File: config.mk
export PLATFORM = sky130hd
export DESIGN_NAME = ps2_scan_receiver_flat
export DESIGN_NICKNAME = d
export VERILOG_FILES = /design/src/rtl/ps2_pkg.sv /design/src/rtl/ps2_scan_receiver_if.sv /design/src/rtl/ps2_glitch_filter.sv /design/src/rtl/ps2_scan_receiver.sv /design/src/flat_wrapper.sv
export SDC_FILE = /design/constraint.sdc
export NUM_CORES = 1
export LEC_CHECK = 0
export ABC_AREA = 1
export BUFFER_PORTS_ARGS = -buffer_cell sky130_fd_sc_hd__buf_2
export CORE_ASPECT_RATIO = 1.75
export CORE_MARGIN = 2
export CORE_UTILIZATION = 64
export CTS_CLUSTER_DIAMETER = 80
export CTS_CLUSTER_SIZE = 14
export DETAILED_ROUTE_END_ITERATION = 8
export PLACE_DENSITY = 0.84
export SLEW_MARGIN = 20
export SYNTH_ARGS = -nofsm -noshare
export SYNTH_HDL_FRONTEND = slang
export SYNTH_SLANG_ARGS = --single-unit
export TNS_END_PERCENT = 20
File: constraint.sdc
create_clock -name clk -period 3.5 [get_ports clk]
set_input_delay 0.875 -clock clk [delete_from_list [all_inputs] [get_ports clk]]
set_output_delay 0.875 -clock clk [all_outputs]
set_load 0.005 [all_outputs]
File: src/rtl/ps2_pkg.sv
// Shared types and byte constants for the PS/2 scan-code receiver.
package ps2_pkg;

    typedef enum logic [1:0] {
        IDLE,
        DATA,
        PARITY,
        STOP
    } ps2_state_e;

    localparam logic [7:0] PS2_EXT    = 8'hE0;
    localparam logic [7:0] PS2_BRK    = 8'hF0;
    localparam logic [7:0] PS2_LSHIFT = 8'h12;
    localparam logic [7:0] PS2_RSHIFT = 8'h59;

    // A frame's 8 data bits plus parity must carry an odd number of ones.
    function automatic logic odd_ones(input logic [8:0] v);
        return ^v;
    endfunction

endpackage

File: src/rtl/ps2_scan_receiver_if.sv
// Pin and decoded-output bundle between the keyboard pins, receiver and keyboard buffer.
interface ps2_scan_receiver_if;

    logic       ps2_clk;
    logic       ps2_data;
    logic [7:0] scan;
    logic       extended;
    logic       scan_valid;
    logic       shift;
    logic       frame_err;

    modport master (
        output ps2_clk, ps2_data,
        input  scan, extended, scan_valid, shift, frame_err
    );

    modport slave (
        input  ps2_clk, ps2_data,
        output scan, extended, scan_valid, shift, frame_err
    );

endinterface

File: src/rtl/ps2_glitch_filter.sv
// 2-FF synchronizer plus run-length filter: the level flips only after FILTER_LEN equal samples.
module ps2_glitch_filter #(
    parameter int unsigned FILTER_LEN = 8
) (
    input  logic clk,
    input  logic reset,
    input  logic i_pin,
    output logic o_level,
    output logic o_fall
);

    localparam logic [7:0] LastCnt = 8'(FILTER_LEN - 1);

    logic [1:0] r_sync;
    logic       r_level;
    logic [7:0] r_cnt;
    logic       w_sync;
    logic       w_flip;

    assign w_sync = r_sync[1];
    assign w_flip = (w_sync != r_level) && (r_cnt == LastCnt);

    always_ff @(posedge clk) begin
        if (reset) begin
            r_sync  <= 2'b11;
            r_level <= 1'b1;
            r_cnt   <= 8'd0;
        end else begin
            r_sync <= {r_sync[0], i_pin};
            if (w_sync == r_level) begin
                r_cnt <= 8'd0;
            end else if (w_flip) begin
                r_cnt   <= 8'd0;
                r_level <= w_sync;
            end else begin
                r_cnt <= r_cnt + 8'd1;
            end
        end
    end

    assign o_level = r_level;
    // Combinational so the frame FSM acts in the same cycle the filtered level drops.
    assign o_fall  = w_flip & r_level;

endmodule

File: src/rtl/ps2_scan_receiver.sv
// PS/2 device-to-host frame receiver with E0/F0 prefix decode and shift tracking.
// Optional PS2_TIMEOUT_EN aborts a stalled frame after TIMEOUT_CYCLES without a clock edge.
module ps2_scan_receiver
    import ps2_pkg::*;
#(
    parameter int unsigned FILTER_LEN     = 8,
    parameter int unsigned TIMEOUT_CYCLES = 50000
) (
    input logic                clk,
    input logic                reset,
    ps2_scan_receiver_if.slave bus
);

    logic       w_clk_level;
    logic       w_fall;
    logic       w_data;
    logic       w_abort;
    logic [1:0] r_data_sync;

    ps2_state_e r_state, w_state_next;
    logic [2:0] r_bit_cnt;
    logic [7:0] r_sr;
    logic       r_par, r_stop, r_done, r_abort;
    logic       r_ext, r_brk, r_lshift, r_rshift;
    logic [7:0] r_scan;
    logic       r_extended, r_scan_valid, r_frame_err;

    ps2_glitch_filter #(
        .FILTER_LEN(FILTER_LEN)
    ) u_clk_filter (
        .clk    (clk),
        .reset  (reset),
        .i_pin  (bus.ps2_clk),
        .o_level(w_clk_level),
        .o_fall (w_fall)
    );

    assign w_data = r_data_sync[1];

`ifdef PS2_TIMEOUT_EN
    localparam logic [31:0] TimeoutLast = 32'(TIMEOUT_CYCLES - 1);

    logic [31:0] r_to_cnt;
    logic        r_lvl_prev;

    always_ff @(posedge clk) begin
        if (reset) begin
            r_to_cnt   <= 32'd0;
            r_lvl_prev <= 1'b1;
        end else begin
            r_lvl_prev <= w_clk_level;
            if (r_state == IDLE || w_clk_level != r_lvl_prev) r_to_cnt <= 32'd0;
            else                                               r_to_cnt <= r_to_cnt + 32'd1;
        end
    end
`else
    localparam int unsigned unused_timeout = TIMEOUT_CYCLES;
    logic w_unused_level;
    assign w_unused_level = w_clk_level;
`endif

    always_ff @(posedge clk) begin
        if (reset) r_state <= IDLE;
        else       r_state <= w_state_next;
    end

    always_comb begin
        w_state_next = r_state;
        w_abort      = 1'b0;
        if (w_fall) begin
            unique case (r_state)
                IDLE:    if (!w_data) w_state_next = DATA;
                DATA:    if (r_bit_cnt == 3'd7) w_state_next = PARITY;
                PARITY:  w_state_next = STOP;
                STOP:    w_state_next = IDLE;
                default: w_state_next = IDLE;
            endcase
        end
`ifdef PS2_TIMEOUT_EN
        else if (r_state != IDLE && r_to_cnt == TimeoutLast) begin
            w_state_next = IDLE;
            w_abort      = 1'b1;
        end
`endif
    end

    always_ff @(posedge clk) begin
        if (reset) begin
            r_data_sync <= 2'b11;
            r_bit_cnt   <= 3'd0;
            r_sr        <= 8'd0;
            r_par       <= 1'b0;
            r_stop      <= 1'b0;
            r_done      <= 1'b0;
            r_abort     <= 1'b0;
        end else begin
            r_data_sync <= {r_data_sync[0], bus.ps2_data};
            r_done      <= w_fall && (r_state == STOP);
            r_abort     <= w_abort;
            if (w_fall) begin
                case (r_state)
                    IDLE:    r_bit_cnt <= 3'd0;
                    DATA: begin
                        r_sr      <= {w_data, r_sr[7:1]};
                        r_bit_cnt <= r_bit_cnt + 3'd1;
                    end
                    PARITY:  r_par  <= w_data;
                    STOP:    r_stop <= w_data;
                    default: ;
                endcase
            end
        end
    end

    // Byte decode runs the cycle after the stop edge (or timeout abort).
    always_ff @(posedge clk) begin
        if (reset) begin
            r_ext        <= 1'b0;
            r_brk        <= 1'b0;
            r_lshift     <= 1'b0;
            r_rshift     <= 1'b0;
            r_scan       <= 8'd0;
            r_extended   <= 1'b0;
            r_scan_valid <= 1'b0;
            r_frame_err  <= 1'b0;
        end else begin
            r_scan_valid <= 1'b0;
            r_frame_err  <= 1'b0;
            if (r_abort || (r_done && !(r_stop && odd_ones({r_sr, r_par})))) begin
                r_frame_err <= 1'b1;
                r_ext       <= 1'b0;
                r_brk       <= 1'b0;
            end else if (r_done) begin
                if (r_sr == PS2_EXT) begin
                    r_ext <= 1'b1;
                end else if (r_sr == PS2_BRK) begin
                    r_brk <= 1'b1;
                end else begin
                    r_ext <= 1'b0;
                    r_brk <= 1'b0;
                    if (r_sr == PS2_LSHIFT || r_sr == PS2_RSHIFT) begin
                        if (!r_ext) begin
                            if (r_sr == PS2_LSHIFT) r_lshift <= !r_brk;
                            else                    r_rshift <= !r_brk;
                        end
                    end else if (!r_sr[7] && !r_brk) begin
                        r_scan       <= r_sr;
                        r_extended   <= r_ext;
                        r_scan_valid <= 1'b1;
                    end
                end
            end
        end
    end

    assign bus.scan       = r_scan;
    assign bus.extended   = r_extended;
    assign bus.scan_valid = r_scan_valid;
    assign bus.shift      = r_lshift | r_rshift;
    assign bus.frame_err  = r_frame_err;

endmodule

File: src/flat_wrapper.sv
// flat-port wrapper written by rule: the top's interface ports become plain ports
module ps2_scan_receiver_flat import ps2_pkg::*;
#(
    parameter int unsigned FILTER_LEN     = 8,
    parameter int unsigned TIMEOUT_CYCLES = 50000
)
  (clk, reset, bus_ps2_clk, bus_ps2_data, bus_scan, bus_extended, bus_scan_valid, bus_shift, bus_frame_err);
  ps2_scan_receiver_if bus_i ();
  input logic clk;
  input logic reset;
  input wire logic [$bits(bus_i.ps2_clk)-1:0] bus_ps2_clk;
  input wire logic [$bits(bus_i.ps2_data)-1:0] bus_ps2_data;
  output wire logic [$bits(bus_i.scan)-1:0] bus_scan;
  output wire logic [$bits(bus_i.extended)-1:0] bus_extended;
  output wire logic [$bits(bus_i.scan_valid)-1:0] bus_scan_valid;
  output wire logic [$bits(bus_i.shift)-1:0] bus_shift;
  output wire logic [$bits(bus_i.frame_err)-1:0] bus_frame_err;
  assign bus_i.ps2_clk = bus_ps2_clk;
  assign bus_i.ps2_data = bus_ps2_data;
  assign bus_scan = bus_i.scan;
  assign bus_extended = bus_i.extended;
  assign bus_scan_valid = bus_i.scan_valid;
  assign bus_shift = bus_i.shift;
  assign bus_frame_err = bus_i.frame_err;
  ps2_scan_receiver #(.FILTER_LEN(FILTER_LEN), .TIMEOUT_CYCLES(TIMEOUT_CYCLES)) u_core (.clk(clk), .reset(reset), .bus(bus_i));
endmodule
==> results of run 1 <==
cell usage in the layout (no fill, tap or decap), types with 5 or more instances in the layout:
cell type	instances
nand2_1	71
nand4_1	12
clkbuf_8	5
dfxtp_1	44
nand3_1	14
ha_1	7
o21ai_0	17
nor2_2	9
inv_1	44
a21oi_1	15
nor2_1	20
nor3_1	5
buf_2	15
sequential cells by signal, indices dropped and copies added, names as in the netlist, 2 cells and up:
register,cells
u_core.bus.scan,8
u_core.r_sr,8
u_core.u_clk_filter.r_cnt,8
u_core.r_bit_cnt,3
u_core.r_data_sync,2
u_core.r_state,2
u_core.u_clk_filter.r_sync,2
through the flow:
stage	power [W]	worst slack (ns)	utilization (%)	cells	cell area, µm²
floorplan	0.000529	1.97	-	303	2220
global placement	0.000532	1.24	68.2	354	2290
detailed placement	0.000533	1.18	68.2	354	2290
CTS	0.000977	1.48	72.0	361	2420
global route	0.000996	1.30	72.0	361	2420
finish	0.000974	1.50	72.0	361	2420
area by class of cell:
| type | count | area, µm² | share of cell area, % |
|---|---|---|---|
| clock buffers | 5 | 68.8 | 2.84 |
| clock inverters | 2 | 60.1 | 2.48 |
| inverters | 48 | 180 | 7.44 |
| multi-input cells | 202 | 1100 | 45.4 |
| flip-flops and latches | 44 | 881 | 36.4 |
| well taps | 45 | 56.3 | 2.33 |
| repair buffers | 15 | 75.1 | 3.10 |
worst reg2reg max path, stage by stage (launching register included):
cell,delay (ns)
dfxtp_1,0.37
ha_1,0.20
nand2_2,0.09
nor4_2,0.28
nand3_2,0.17
nor2_4,0.33
o21ai_0,0.15
a21oi_1,0.16
logic make-up after synthesis:
| kind of cell | Yosys count | synth area share (%) |
|---|---|---|
| AOI/OAI and AO/OA | 39 | 9.74 |
| buffers and inverters | 57 | 10.9 |
| DFF | 44 | 39.6 |
| and+or+nand+nor | 149 | 33.0 |
| xor gates and xnor gates | 7 | 2.76 |
| adders and majority gates | 7 | 3.94 |
routing by layer:
| metal | up-vias | GRT usage (%) | wire length (µm) |
|---|---|---|---|
| met2 | 30 | 48.9 | 2440 |
| met1 | 836 | 22.2 | 1630 |
| li1 | 984 | - | - |
| met5 | - | 0 | 0 |
| met3 | 9 | 4.36 | 132 |
| met4 | 0 | 10.0 | 82 |
final timing paths:
kind	from	endpoint	slack (ns)	cells after the start
hold / removal	u_core.r_data_sync[0]	u_core.r_data_sync[1]	0.42	1
setup / recovery	reset	u_core.u_clk_filter.r_cnt[6]	1.50	6
setup reg to reg	u_core.u_clk_filter.r_cnt[0]	u_core.r_sr[1]	1.68	7
hold reg to reg	u_core.r_data_sync[0]	u_core.r_data_sync[1]	0.42	1
where the power goes:
part | switching [W] | internal [W] | total (W)
logic | 0.0000113 | 0.00000541 | 0.0000167
registers | 0.00000124 | 0.000503 | 0.000504
clock network | 0.000172 | 0.000281 | 0.000453
total | 0.000185 | 0.000789 | 0.000974
==> metrics.md, run 1 <==
| Metric | Value |
|---|---|
| Height of the die | 82.0 µm |
| Post-synthesis register bit count | 44 |
| Max-slew headroom | 58.4% |
| H-tree levels | 2 |
| Rows | 28 |
| Syn Area/Cell | 7.34 µm² |
| Syn Inst Count | 303 |
| Die X | 48.6 µm |
| Layout cells sized above 1 | 17.1% |
| RSZ-0062 raised after global routing | false |
| Max-cap violations | 0 |
| Clk_lat worst skew | 0.30 ns |
| Detail Route Antenna Nets | 0 |
| Worst-case clock skew | 0.00945 ns |
| Post-CTS Setup Bufs | 0 |
| Fin. max-slew vios | 0 |
| Final antenna diode count | 0 |
| Fmax | 499 MHz |
| Routed len/inst | 11.8 µm |
| Syn Nets | 314 |
| Total CTS buffers | 5 |
| Post-synthesis cell area | 2220 µm² |
| Post-synth EDFFs | 0 |
| Hold Slack | 0.416 ns |
| Total GRT Usage | 23.6% |
| Initial Util | 66.1% |
| Worst Path Buf+Inv | 3 |
| Synth top area share | 39.6% |
| GR Overflow Total | 0 |
| Required @ worst endpoint | 3.73 ns |
| GPL Wtd Cong | 0.942 |
| CP arrival | 2.24 ns |
| CTS tree | done |
| Largest cells by area after synthesis | dfxtp_1 40%, nand2_1 12%, inv_1 7.4% |
| Vias | 1859 |
| Final min period | 2.00 ns |
| First-pass GRT wire length | 7220 µm |
| Worst Hold Class | reg2reg |
| Syn. warnings | 0 |
| Leak | 1.07 nW |
| Final setup viols | 0 |
| Most frequent cell after synthesis | nand2_1 |
| Critical path's slowest cell | inv_1 |
| Worst path cell trace | buf_2, inv_1, nand3_1, inv_1, o21ai_0, a21oi_1 |
| Number of fill cells | 281 |
| DRC | 0 |
| PortBufs | 15 |
| Peak VDD IR | 0.512 mV |
| Register area share after synthesis | 39.6% |
| Critical Path Max Stage Delay | 0.48 ns |
| Starting DRT DRC Count | 53 |
| CP Class | in2reg |
| I/O pins | 16 |
| Fraction of registers with async set/reset | 0% |
| Cell mode on critical path | inv_1 |
| Crit end category | flip-flop |
| CTS Buffer Depth | 2 |
| Measured slew at the worst slew-check pin | 0.624 ns |
| Root Driver | clkbuf_8 |
| Fin crit share | 57.3% |
| Top cells by count, synth | 71 x nand2_1, 44 x dfxtp_1, 44 x inv_1 |
| Synth-to-layout area growth | 8.89% |
| Primary FF master, synth | dfxtp_1 |
| Antenna violations before repair | 0 |
| DR pass1 iterations | 4 |
| CTS resizes | 0 |
| Nets | 327 |
| Clock sinks | 44 |
| Max FO, Critical Path | 25 |
| Fin. Hold Viols | 0 |
| Routed wire length | 4280 µm |
| Crit-path leading delay family | buffers and inverters |
| Largest net degree at the start of global routing | 26 |
| Yosys cell types | 32 |
| Die Area | 3980 µm² |
| Vias in the first global route | 1785 |
| Clock Pin Slew Worst Setup and Hold Paths | 0.08 ns |
| Synth area leader | dfxtp_1 |
| Nature of the critical path startpoint | primary input |
| Status | complete, no violations |
| Hold_buf cts | 0 |
| Pwr dens | 402 nW/µm² |
| Final HPWL DP | 3100 µm |
| Core area | 3360 µm² |
| Post-DR vias/cell | 5.15 |
| Setup TNS Final | 0 ns |
(Power assumes the default switching activity.)
==> run 2: changes to the inputs <==
--- a/config.mk
+++ b/config.mk
@@ -9,11 +9,11 @@
 export BUFFER_PORTS_ARGS = -buffer_cell sky130_fd_sc_hd__buf_2
 export CORE_ASPECT_RATIO = 1.75
 export CORE_MARGIN = 2
-export CORE_UTILIZATION = 64
+export CORE_UTILIZATION = 59
 export CTS_CLUSTER_DIAMETER = 80
 export CTS_CLUSTER_SIZE = 14
 export DETAILED_ROUTE_END_ITERATION = 8
-export PLACE_DENSITY = 0.84
+export PLACE_DENSITY = 0.78
 export SLEW_MARGIN = 20
 export SYNTH_ARGS = -nofsm -noshare
 export SYNTH_HDL_FRONTEND = slang
==> constraint.sdc (replaced) <==
create_clock -name clk -period 2 [get_ports clk]
set_input_delay 0.5 -clock clk [delete_from_list [all_inputs] [get_ports clk]]
set_output_delay 0.5 -clock clk [all_outputs]
set_load 0.005 [all_outputs]
==> metrics.md, run 2 (same netlist as run 1, synthesis figures left out) <==
| Metric | Value |
|---|---|
| Status | complete, no violations |
| Fin crit share | 89.2% |
| Setup TNS Final | 0 ns |
| Routed wire length | 4610 µm |
| I/O pins | 16 |
| Rows | 29 |
| Die X | 50.4 µm |
| Pwr dens | 703 nW/µm² |
| Final HPWL DP | 3240 µm |
| Hold wc startpoint | bus_ps2_clk |
| Placed cells | 356 |
| Initial Util | 61.3% |
| Placed cell areas | 2300 µm² |
| Hold_buf cts | 0 |
| Final setup viols | 0 |
| Vias in the first global route | 1833 |
| Final antenna diode count | 0 |
| GPL Wtd Cong | 0.976 |
| FF-to-FF End | u_core.r_state[0] |
| Global-route track usage on met3 | 5.46% |
| Critical path's slowest cell | dfxtp_1 |
| Max-cap violations | 0 |
| Detail Route Antenna Nets | 0 |
| Antenna violations before repair | 0 |
| Total CTS buffers | 5 |
| Routed len/inst | 12.7 µm |
| Final min period | 1.78 ns |
| First-pass GRT wire length | 7560 µm |
| CP arrival | 2.02 ns |
| Fmax | 561 MHz |
| Layout cells sized above 1 | 17.4% |
| Post-route setup slack | 0.217 ns |
| Critical Path Max Stage Delay | 0.36 ns |
| Vias | 1921 |
| Synth-to-layout area growth | 9.29% |
| FF-to-FF path depth | 7 |
| Commonest non-fill, non-tap cell in the layout | nand2_1 |
| Nets | 328 |
| Met1 Track Usage GR | 21.0% |
| Core area | 3630 µm² |
| Met2 usage in global routing | 44.1% |
| Register-to-register setup slack | 0.22 ns |
| GR Overflow Total | 0 |
| Root Driver | clkbuf_8 |
| Die Area | 4290 µm² |
| Required @ worst endpoint | 2.23 ns |
| Reg2reg start | u_core.u_clk_filter.r_cnt[0] |
| RSZ-0062 raised after global routing | false |
| H-tree levels | 2 |
| Height of the die | 85.2 µm |
| Total GRT Usage | 23.2% |
| Post-CTS Setup Bufs | 0 |
| PortBufs | 15 |
| DR pass1 iterations | 4 |
| Peak VDD IR | 0.985 mV |
| CP Class | reg2reg |
| CTS resizes | 0 |
| Fin. max-slew vios | 0 |
| Post-route insts no fill | 363 |
| Measured slew at the worst slew-check pin | 0.357 ns |
| Crit end category | flip-flop |
| Most frequent cells in the layout | 71 x nand2_1, 44 x inv_1, 44 x dfxtp_1 |
| Worst path cell trace | ha_1, nand2_2, nor4_2, nand2_1, nor3_2, o21ai_0, a21oi_1 |
| Clk_lat worst skew | 0.30 ns |
| Number of fill cells | 336 |
| Leak | 1.08 nW |
| Worst-case clock skew | 0.00650 ns |
| Max-slew headroom | 76.2% |
| Post-DR vias/cell | 5.29 |
| CTS Buffer Depth | 2 |
| Setup WS pre-CTS | 0.249 ns |
| Max FO, Critical Path | 5 |
| GRT busiest layer | met2 |
| CTS tree | done |
| Largest net degree at the start of global routing | 25 |
| Worst hold stages | 2 |
| Fin. Hold Viols | 0 |
| Clock Pin Slew Worst Setup and Hold Paths | 0.08 ns |
| Hold EP | u_core.u_clk_filter.r_sync[0] |
| Nature of the critical path startpoint | flip-flop |
| Starting DRT DRC Count | 57 |
| Clock sinks | 44 |
| DRC | 0 |
| Final instance area | 2430 µm² |
| Worst Hold Class | in2reg |
==> run 2: layer usage <==
metal	up-vias	share of wire, %	wire (µm)
li1	989	-	-
met1	882	39	1820
met2	35	55	2520
met3	15	2.3	104
met4	0	3.5	163
met5	-	0	0
==> run 2: where the power goes <==
| group | switching (W) | total (W) | internal, W |
|---|---|---|---|
| Clock | 0.000302 | 0.000794 | 0.000492 |
| Sequential | 0.00000252 | 0.000882 | 0.000879 |
| Combinational | 0.0000211 | 0.0000318 | 0.0000107 |
| Total | 0.000326 | 0.00171 | 0.00138 |
==> run 2: through the flow <==
| stage | hold WS [ns] | total power, W | util [%] |
|---|---|---|---|
| floorplan | 0.389 | 0.000926 | - |
| global placement | 0.393 | 0.000934 | 63.4 |
| detailed placement | 0.397 | 0.000934 | 63.4 |
| CTS | 0.373 | 0.00172 | 67.0 |
| global route | 0.379 | 0.00176 | 67.0 |
| finish | 0.378 | 0.00171 | 67.0 |
==> run 2: cell type report <==
cell class / instances / area, µm² / area share, %
clock inverter: 2 / 60.1 / 2.47
inverter: 48 / 180 / 7.42
timing repair buffer: 16 / 82.6 / 3.40
clock buffer: 5 / 68.8 / 2.83
sequential: 44 / 881 / 36.3
multi-input combinational: 202 / 1100 / 45.3
tap: 46 / 57.6 / 2.37
==> run 2: worst max path at each step <==
stage	start	to	cells after the start
5_1_grt	u_core.u_clk_filter.r_cnt[0]	u_core.r_sr[3]	7
3_3_place_gp	u_core.u_clk_filter.r_cnt[0]	u_core.u_clk_filter.r_cnt[6]	8
4_1_cts	u_core.u_clk_filter.r_cnt[0]	u_core.r_state[0]	7
6_report	u_core.u_clk_filter.r_cnt[0]	u_core.r_state[0]	7
2_1_floorplan	u_core.u_clk_filter.r_cnt[0]	u_core.r_bit_cnt[1]	8
3_5_place_dp	u_core.u_clk_filter.r_cnt[0]	u_core.r_sr[6]	7
==> run 2: worst max-delay path, delay by kind of cell (launching register included) <==
family                     cells  cell delay, ns
and+or+nand+nor                4            0.85
DFF                            1            0.36
adders and majority gates      1            0.19
AOI/OAI and AO/OA              2            0.32
==> run 3: changes to the inputs <==
--- a/config.mk
+++ b/config.mk
@@ -9,11 +9,11 @@
 export BUFFER_PORTS_ARGS = -buffer_cell sky130_fd_sc_hd__buf_2
 export CORE_ASPECT_RATIO = 1.75
 export CORE_MARGIN = 2
-export CORE_UTILIZATION = 59
+export CORE_UTILIZATION = 40
 export CTS_CLUSTER_DIAMETER = 80
 export CTS_CLUSTER_SIZE = 14
 export DETAILED_ROUTE_END_ITERATION = 8
-export PLACE_DENSITY = 0.78
+export PLACE_DENSITY = 0.59
 export SLEW_MARGIN = 20
 export SYNTH_ARGS = -nofsm -noshare
 export SYNTH_HDL_FRONTEND = slang
==> metrics.md, run 3 (same netlist as run 1, synthesis figures left out) <==
| Metric | Value |
|---|---|
| Post-CTS Setup Bufs | 0 |
| Switch Pwr | 0.000329 W |
| Total CTS buffers | 5 |
| Rows | 35 |
| Clk_lat worst skew | 0.30 ns |
| Vias | 1875 |
| Pwr dens | 602 nW/µm² |
| Nature of the critical path startpoint | flip-flop |
| CP arrival | 2.00 ns |
| Fin crit share | 88.4% |
| Worst Hold Class | in2reg |
| Layout cells sized above 1 | 17.4% |
| Die X | 60.4 µm |
| Comb power frac | 2.2% |
| H-tree levels | 2 |
| GR Overflow Total | 0 |
| Placed cells | 384 |
| Final setup viols | 0 |
| Synth-to-layout area growth | 8.72% |
| Required @ worst endpoint | 2.23 ns |
| Setup WS pre-CTS | 0.239 ns |
| Peak VDD IR | 0.429 mV |
| Most frequent cells in the layout | 71 x nand2_1, 44 x inv_1, 44 x dfxtp_1 |
| Nets | 328 |
| Register share of total power | 60.6% |
| I/O pins | 16 |
| Internal power | 0.00113 W |
| Max-cap violations | 0 |
| Final antenna diode count | 0 |
| Commonest non-fill, non-tap cell in the layout | nand2_1 |
| Root Driver | clkbuf_8 |
| Fmax | 565 MHz |
| Die Area | 6190 µm² |
| Post-route setup slack | 0.231 ns |
| Routed wire length | 4530 µm |
| Clock sinks | 44 |
| CP Class | reg2reg |
| Routed len/inst | 11.6 µm |
| Final HPWL DP | 3370 µm |
| CTS tree | done |
| Height of the die | 103 µm |
| Hold_buf cts | 0 |
| Total GRT Usage | 16.7% |
| CTS Buffer Depth | 2 |
| Antenna violations before repair | 0 |
| GPL Wtd Cong | 0.857 |
| First-pass GRT wire length | 7770 µm |
| CTS resizes | 0 |
| Sw Share | 22.6% |
| Setup TNS Final | 0 ns |
| Fin. max-slew vios | 0 |
| PortBufs | 15 |
| Hold Slack | 0.381 ns |
| Post-DR vias/cell | 4.80 |
| Clock power share | 37.3% |
| Core area | 5300 µm² |
| Max-slew headroom | 76.2% |
| Crit end category | flip-flop |
| Worst-case clock skew | 0.00445 ns |
| Vias in the first global route | 1823 |
| Largest net degree at the start of global routing | 25 |
| Leak | 1.05 nW |
| Fin. Hold Viols | 0 |
| Initial Util | 42.0% |
| RSZ-0062 raised after global routing | false |
| Post-route insts no fill | 391 |
| Status | complete, no violations |
| Starting DRT DRC Count | 50 |
| DR pass1 iterations | 4 |
| Detail Route Antenna Nets | 0 |
| Max FO, Critical Path | 18 |
| Final min period | 1.77 ns |
| Clock Pin Slew Worst Setup and Hold Paths | 0.08 ns |
| Measured slew at the worst slew-check pin | 0.356 ns |
| DRC | 0 |
==> run 3: layout make-up <==
cell class / instances / area (µm²)
Timing Repair Buffer: 16 / 82.6
Inverter: 48 / 180
Sequential cell: 44 / 881
Tap cell: 74 / 92.6
Clock inverter: 2 / 12.5
Multi-Input combinational cell: 202 / 1100
Fill cell: 552 / 2880
Clock buffer: 5 / 68.8
==> run 3: path summary, 6_finish.rpt <==
| path | slack (ns) | endpoint | cells after the start | startpoint |
|---|---|---|---|---|
| setup reg to reg | 0.23 | u_core.r_bit_cnt[1] | 7 | u_core.u_clk_filter.r_cnt[0] |
| setup / recovery | 0.23 | u_core.r_bit_cnt[1] | 7 | u_core.u_clk_filter.r_cnt[0] |
| hold / removal | 0.38 | u_core.r_data_sync[0] | 2 | bus_ps2_data |
| hold reg to reg | 0.42 | u_core.u_clk_filter.r_sync[1] | 1 | u_core.u_clk_filter.r_sync[0] |
==> run 3: routing by layer <==
layer  GRT usage (%)  routed length, µm  vias up
met5               0                  0        -
met4            9.57                109        0
met3            2.26                133        9
met2            30.0               2460       33
met1            17.9               1820      849
li1                -                  -      984
==> run 3: stage by stage <==
| stage | power, W | util (%) | area (µm²) |
|---|---|---|---|
| 4_1_cts | 0.00148 | 45.6 | 2420 |
| 2_1_floorplan | 0.000926 | - | 2220 |
| 5_1_grt | 0.00151 | 45.6 | 2420 |
| 3_5_place_dp | 0.000935 | 44.1 | 2340 |
| 3_3_place_gp | 0.000935 | 44.1 | 2340 |
| 6_report | 0.00146 | 45.6 | 2420 |
==> run 3: worst max-delay path: stages (launching register included) <==
cell	delay (ns)
dfxtp_1	0.36
ha_1	0.19
nand2_2	0.08
nor4_2	0.31
nand3_2	0.17
nor2_4	0.33
nand2_1	0.12
a21oi_2	0.14
==> run 3: power groups by stage <==
stage,Combinational [W],Sequential (W),Clock [W]
6_report,0.0000316,0.000882,0.000542
5_1_grt,0.0000363,0.000882,0.000595
4_1_cts,0.0000327,0.000882,0.000562
3_5_place_dp,0.0000326,0.000902,0
3_3_place_gp,0.0000323,0.000902,0
2_1_floorplan,0.0000238,0.000902,0
